### src/rtl/benes_route_scheduler.sv
// Owns a Benes network for one requester at a time: round-robin arbitration,
// configuration load, beat streaming, then a fixed drain while the pipeline empties.
module benes_route_scheduler #(
    parameter int NUM_REQ  = 4,
    parameter int SEL_W    = 16,
    parameter int LEN_W    = 8,
    parameter int PIPE_LAT = 3,
    localparam int ID_W    = (NUM_REQ > 1) ? $clog2(NUM_REQ) : 1
) (
    input  logic                     clk,
    input  logic                     rst_n,
    input  logic [NUM_REQ-1:0]       i_req_valid,
    output logic [NUM_REQ-1:0]       o_req_ready,
    input  logic [NUM_REQ*SEL_W-1:0] i_req_sel,
    input  logic [NUM_REQ*LEN_W-1:0] i_req_len,
    input  logic                     i_beat_ready,
    input  logic                     i_flush,
    output logic                     o_cfg_valid,
    output logic [SEL_W-1:0]         o_select,
    output logic [NUM_REQ-1:0]       o_grant,
    output logic                     o_beat_en,
    output logic                     o_done,
    output logic [ID_W-1:0]          o_done_id
);

    // state  | meaning
    // IDLE   | arbitrating, network unowned
    // LOAD   | config applied, accept pulse to the winner
    // STREAM | beats move while i_beat_ready
    // DRAIN  | PIPE_LAT cycles for in-flight beats to exit
    typedef enum logic [1:0] {S_IDLE, S_LOAD, S_STREAM, S_DRAIN} state_t;

    state_t              state_q, state_d;
    logic [ID_W-1:0]     rr_ptr_q;
    logic [ID_W-1:0]     grant_q;
    logic [ID_W-1:0]     arb_idx;
    logic [ID_W-1:0]     arb_cand;
    logic [ID_W-1:0]     next_ptr;
    logic                arb_found;
    logic [SEL_W-1:0]    sel_q;
    logic [LEN_W-1:0]    len_q;
    logic [LEN_W:0]      beat_cnt_q;
    logic [7:0]          drain_cnt_q;
    logic [NUM_REQ-1:0]  grant_oh;
    logic                beat_en;
    logic                last_beat;

    always_comb begin
        arb_found = 1'b0;
        arb_idx   = '0;
        arb_cand  = '0;
        for (int i = 0; i < NUM_REQ; i++) begin
            arb_cand = ID_W'((int'(rr_ptr_q) + i) % NUM_REQ);
            if (!arb_found && i_req_valid[arb_cand]) begin
                arb_found = 1'b1;
                arb_idx   = arb_cand;
            end
        end
    end

    assign grant_oh  = NUM_REQ'(1) << grant_q;
    assign next_ptr  = (int'(grant_q) == NUM_REQ - 1) ? '0 : grant_q + ID_W'(1);
    assign beat_en   = (state_q == S_STREAM) && i_beat_ready && !i_flush;
    // Counter is one bit wider than len so a full 2^LEN_W-beat burst never wraps.
    assign last_beat = beat_en && (beat_cnt_q == {1'b0, len_q});
    assign o_beat_en = beat_en;

    always_ff @(posedge clk or negedge rst_n) begin
        if (!rst_n) state_q <= S_IDLE;
        else        state_q <= state_d;
    end

    always_comb begin
        state_d     = state_q;
        o_req_ready = '0;
        o_cfg_valid = 1'b0;
        o_select    = '0;
        o_grant     = '0;
        o_done      = 1'b0;
        o_done_id   = '0;
        case (state_q)
            S_IDLE:   if (arb_found) state_d = S_LOAD;
            S_LOAD: begin
                state_d     = S_STREAM;
                o_req_ready = grant_oh;
            end
            S_STREAM: if (i_flush || last_beat) state_d = S_DRAIN;
            S_DRAIN: begin
                if (drain_cnt_q == '0) begin
                    state_d   = S_IDLE;
                    o_done    = 1'b1;
                    o_done_id = grant_q;
                end
            end
            default:  state_d = S_IDLE;
        endcase
        if (state_q != S_IDLE) begin
            o_cfg_valid = 1'b1;
            o_select    = sel_q;
            o_grant     = grant_oh;
        end
    end

    always_ff @(posedge clk or negedge rst_n) begin
        if (!rst_n) begin
            rr_ptr_q    <= '0;
            grant_q     <= '0;
            sel_q       <= '0;
            len_q       <= '0;
            beat_cnt_q  <= '0;
            drain_cnt_q <= '0;
        end else begin
            case (state_q)
                S_IDLE: begin
                    if (arb_found) begin
                        grant_q <= arb_idx;
                        sel_q   <= i_req_sel[arb_idx*SEL_W +: SEL_W];
                        len_q   <= i_req_len[arb_idx*LEN_W +: LEN_W];
                    end
                end
                S_LOAD:   beat_cnt_q <= '0;
                S_STREAM: begin
                    if (beat_en) beat_cnt_q <= beat_cnt_q + (LEN_W+1)'(1);
                    if (i_flush || last_beat) drain_cnt_q <= 8'(PIPE_LAT - 1);
                end
                S_DRAIN: begin
                    if (drain_cnt_q != '0) drain_cnt_q <= drain_cnt_q - 8'd1;
                    else                   rr_ptr_q    <= next_ptr;
                end
                default: ;
            endcase
        end
    end

endmodule
### config.mk
export PLATFORM = sky130hd
export DESIGN_NAME = benes_route_scheduler
export DESIGN_NICKNAME = d
export VERILOG_FILES = /design/src/rtl/benes_route_scheduler.sv
export SDC_FILE = /design/constraint.sdc
export NUM_CORES = 1
export LEC_CHECK = 0
export CAP_MARGIN = 20
export CORE_MARGIN = 4
export CORE_UTILIZATION = 47
export CTS_CLUSTER_SIZE = 16
export DETAILED_ROUTE_END_ITERATION = 8
export PLACE_DENSITY = 0.92
export SYNTH_ARGS = -nofsm -noshare
export SYNTH_HDL_FRONTEND = slang
export SYNTH_SLANG_ARGS = --single-unit
### constraint.sdc
create_clock -name clk -period 4.4 [get_ports clk]
set_clock_uncertainty 0.05 [all_clocks]
set_input_delay 0.88 -clock clk [delete_from_list [all_inputs] [get_ports clk]]
set_output_delay 0.88 -clock clk [all_outputs]
set_load 0.005 [all_outputs]
==> Yosys cells after proc, flatten, opt, wreduce, memory -nomap -nowiden <==
Index checks and enable logic that the tools add are counted.
{ "classes": {"addsub": 6, "order_cmp": 4, "n_eq_ne": 10, "n_shift": 3, "muxes": 34, "bitwise": 1, "n_reduce_logical": 22} }
{ "ops": {"columns": ["op", "count"], "rows": [
  ["$shiftx A64 B7 Y16", 1],
  ["$shiftx A32 B6 Y8", 1],
  ["$mux W2", 10],
  ["$pmux W9 S2", 1],
  ["$mux W16", 1],
  ["$mux W8", 2],
  ["$pmux W8 S2", 1],
  ["$lt A2 B3 Y1 const B", 4],
  ["$mux W1", 11],
  ["$add A9 B1 Y9 const B", 1],
  ["$eq A9 B8 Y1", 1],
  ["$mux W9", 1],
  ["$bmux W1 S2", 4],
  ["$logic_not A8 Y1", 1],
  ["$mux W4", 2],
  ["$ne A2 B2 Y1 const B", 4],
  ["$pmux W2 S4", 1],
  ["$reduce_bool A8 Y1", 1],
  ["$sub A8 B1 Y8 const B", 1],
  ["$logic_and A1 B1 Y1", 6],
  ["$reduce_and A2 Y1", 3],
  ["$reduce_and A3 Y1", 2],
  ["$reduce_bool A2 Y1", 3],
  ["$add A2 B1 Y2 const B", 2],
  ["other kinds (9)", 15]
]} }
{ "totals": {"reg_bits": 47, "in_bits": 104} }

==> Logic depth before layout (Yosys ltp) <==
{ "depth": {"word_depth": 14, "ltp_mapped": 8} }

==> Least setup slack after synthesis <==
Ideal clock, no wire load.
{ "synth_path": {"path_kind": "input port to flip-flop", "from": "input i_req_valid[0]", "to": "register len_q[0]", "arrival_time_ps": 2144, "required_time_ps": 4208, "slack_ps": 2063, "cell_stages": 8, "path_buffers": 3, "path_cell_list": "nor2b_1 > a21oi_1 > o221a_2 > clkbuf_1 > buf_4 > buf_4 > mux2i_1 > o221ai_1"} }
{ "synth_between": {"elab_chain_cells": 13} }
{ "synth_lines": {"columns": ["item", "line_no", "text"], "rows": [
  ["from (decl)", "12", "input logic [NUM_REQ-1:0] i_req_valid,"],
  ["$bmux W1 S2", "54", "if (!arb_found && i_req_valid[arb_cand]) begin"],
  ["$mux W1 (not written as such)", "54", null],
  ["$mux W1", "54", null],
  ["$logic_not A1 Y1", "54", null],
  ["$logic_and A1 B1 Y1", "54", null],
  ["$mux W1", "54", null],
  ["$logic_not A1 Y1", "54", null],
  ["$logic_and A1 B1 Y1", "54", null],
  ["$mux W1", "54", null],
  ["$logic_not A1 Y1", "54", null],
  ["$logic_and A1 B1 Y1", "54", null],
  ["$mux W2 / $mux W1 (equally long branches)", "54", null],
  ["$shiftx A32 B6 Y8 / $reduce_and A2 Y1 (equally long branches)", null, null],
  ["to (signal assigned)", "118", "len_q <= i_req_len[arb_idx*LEN_W +: LEN_W];"],
  ["to (decl)", "41", "logic [LEN_W-1:0] len_q;"]
]} }
Parallel ways exist; a longest one is shown, timed or not. The select of a mux whose other input is x is not followed.
A chain may end at the register's enable or synchronous reset.

==> Final worst setup path <==
{ "layout_path": {"from": "register state_q[0]", "to": "output o_select[15]"} }
{ "layout_between": {"elab_chain_cells": 2} }
{ "layout_lines": {"columns": ["item", "line_no", "text"], "rows": [
  ["from (decl)", "33", "state_t state_q, state_d;"],
  ["from (signal assigned)", "70", "else state_q <= state_d;"],
  ["$reduce_bool A2 Y1", "97", "if (state_q != S_IDLE) begin"],
  ["$mux W16", "97", null],
  ["to (decl)", "19", "output logic [SEL_W-1:0] o_select,"]
]} }
Every way passes these cells.

==> metrics.cfg <==
[finish]
drive_above_1_share_pct = 4.42
final_nets = 568
diodes = 0
fillerInstances = 474
ff_latch_area_mm2 = 0.00118
area_growth_pct = 46.0
postLayoutCellArea_mm2 = 0.00461
multiInputGateArea_mm2 = 0.00185
final-instance-count-excl-fill = 530

[synthesis]
synthCells = 328
synth.area.top_cells = dfrtp_1, mux2i_1, o221ai_1, nand2_1, ha_1
synth_flop_cell = dfrtp_1
synth-seq-area-share_pct = 37.2
yosysTopAreaCell = dfrtp_1
asyncSetResetFlopFracSynth_pct = 100
synth_common_cells = mux2i_1, dfrtp_1, nand2_1
netlist.area_leader.share_pct = 37.2
postSynthNetCount = 444
synthesized_area_divided_by_synthesized_cell_count_um2 = 9.63
synth_warnings = 0
synth_cell_types = 45
synth.most_common_cell = mux2i_1
synth_enable_flop_cells = 0
synth-seq-cells = 47
syn-cell-area_mm2 = 0.00316

[setup_path]
regToRegStartpoint = state_q[0]
cp-end-kind = output port
timing.setup.critical_path_class = flip-flop to output port
critical_path.cell_chain = inv_1, ha_1, nor2b_1, clkdlybuf4s50_1
crit_fanout = 23
timing.critical_path.required_ps = 3470
worst_path_max_delay_cell = ha_1
worstSetupStartpoint = state_q[0]
r2r_cells = 5
timing.critical_path.from_type = flip-flop
cp_data_arrival_time_ps = 2290
crit_path_max_incr_delay_ps = 770

[clock_tree]
cts_buffers = 5
clockRootBuffer = clkbuf_8
postCtsSetupBuffers = 0
tritoncts = yes
cts_sinks = 47
cts_hold_buffers = 0
clk_pin_slew_worst_paths_ps = 90
resized_after_cts = 0
clock_latency_late_sink_ps = 310
cts_max_level = 2
max_clock_buf_depth = 2

[timing]
grt_setup_unrepaired = false
layout_min_cycle_time_ps = 3220
hold_slack_ps = 438
finalSetupTns_ps = 0
maxSlewViolCount = 0
finalSetupViolations = 0
tightest_slew_margin_relative_to_the_limit_pct = 38.7
post-route-period-util_pct = 73.2
actual_transition_at_the_worst_max_transition_pin_ps = 919
clock.fmax_ghz = 0.310
final_hold_viol_count = 0

[detailed_routing]
dr_total_vias = 3067
drtPass1Iterations = 4
wl_per_cell_um = 17.7
average_vias_per_placed_instance = 5.79
ant_nets = 0
drcViolationCount = 0
detailedRoute.firstIterationViolations = 112
routed_wirelength_mm = 9.36

[place]
routabilityCongestion = 0.852
numPortBuffers = 132
place_hpwl_mm = 7.30
placedCellCount = 521
dp_area_mm2 = 0.00451

[global_route]
grt_start_max_net_pins = 48
global_route.usage.total_pct = 22.9
global_route_wire_length_before_repair_mm = 15.2
grt_overflow = 0
first_global_vias = 3279
grt_antenna_before_repair = 0

[power_and_ir_drop]
p_sw_uw = 975
power.combinational.fraction_pct = 58.3
switching_share_pct = 41.0
powerDensity_mw_per_mm2 = 515
sequential_fraction_of_design_power_pct = 30.8
int_pwr_uw = 1400
power.ir.vdd_worst_mv = 0.233
p_leak_uw = 0.00205
totalPowerFinal_uw = 2380
clock_power_share_pct = 10.9

[floorplan]
top_level_port_count = 133
core_region_area_mm2 = 0.00642
die_height_um = 90.0
die_w_um = 90.0
initial_util_pct = 49.2
dieArea_mm2 = 0.00810
number_of_core_rows = 29

[hold_path]
hp-start = sel_q[8]
worstHoldPathType = flip-flop to flip-flop
whs_path_depth = 2

[flow_run]
number_of_max_cap_violations = 0

[run_status]
status = completed

## critical path: cells and delay by family (launching register included)
kind	cells	cell delay, ps
flip-flops	1	410
adder cells (fa/ha/maj)	1	770
buffers and inverters	2	660
AND/OR/NAND/NOR	1	140
## registers in the layout, summed over array words and instances (netlist names)
name and cells:
rr_ptr_q 2, grant_q 2, len_q 8, sel_q 16
beat_cnt_q 9, drain_cnt_q 8, state_q 2
## per-layer routing
metal	global-route usage [%]	share of wire [%]
met5	0	0
met4	9.69	3.1
met3	4.26	5.5
met2	43.4	54
met1	24.9	37
## power groups by stage
stage | Sequential [µW] | Combinational (µW) | Clock (µW)
final | 731 | 1390 | 259
after global routing | 752 | 1510 | 275
after CTS | 727 | 1390 | 262
after detailed placement | 731 | 1380 | 0
after global placement | 717 | 1310 | 0
after floorplan | 690 | 878 | 0
## cells by family after synthesis
group,synth area share (%)
xor+xnor,3.60
buf+inv,4.16
mux,16.9
fa+ha+maj,4.75
compound gates,14.4
flops,37.2
simple gates,19.0
## placed cells by master, fill, tap and decap left out, types with 2 or more instances in the layout
| master | netlist | final |
|---|---|---|
| clkbuf_8 | 0 | 5 |
| nor2_1 | 16 | 16 |
| ha_1 | 12 | 12 |
| inv_1 | 10 | 10 |
| and2_1 | 4 | 4 |
| a21oi_1 | 7 | 7 |
| dfrtp_1 | 47 | 47 |
| nor2b_1 | 24 | 24 |
| or4_1 | 4 | 4 |
| buf_4 | 3 | 4 |
| clkdlybuf4s50_1 | 0 | 131 |
| o221ai_1 | 24 | 24 |
| clkinv_2 | 0 | 3 |
| nor3_1 | 3 | 3 |
| mux2i_1 | 51 | 51 |
| or3_1 | 6 | 6 |
| o211ai_1 | 2 | 2 |
| o21ai_0 | 9 | 9 |
| nand2b_1 | 6 | 6 |
| nor4_1 | 2 | 2 |
| o31ai_1 | 3 | 3 |
| o21bai_1 | 2 | 2 |
| xor2_1 | 13 | 13 |
| nand2_1 | 42 | 42 |
## final timing paths
path	end	slack [ps]
max	o_select[15]	1180
min	sel_q[8]	440
max reg2reg	sel_q[7]	1770
min reg2reg	sel_q[8]	440
max in group asynchronous	beat_cnt_q[6]	3330
min in group asynchronous	drain_cnt_q[1]	460
## layout make-up
class,count,share of cell area (%)
inverters,10,0.814
well taps,77,2.09
clock inverters,3,0.326
repair buffers,137,29.6
clock buffers,5,1.49
multi-input cells,251,40.2
flip-flops and latches,47,25.5
## stage by stage
| step | util, % | setup WS (ps) |
|---|---|---|
| global placement | 70.2 | 1290 |
| floorplan | - | 2060 |
| global route | 71.8 | 1050 |
| finish | 71.8 | 1180 |
| CTS | 71.5 | 1180 |
| detailed placement | 70.2 | 1200 |
No activity file was read; power rests on OpenSTA's default activity.
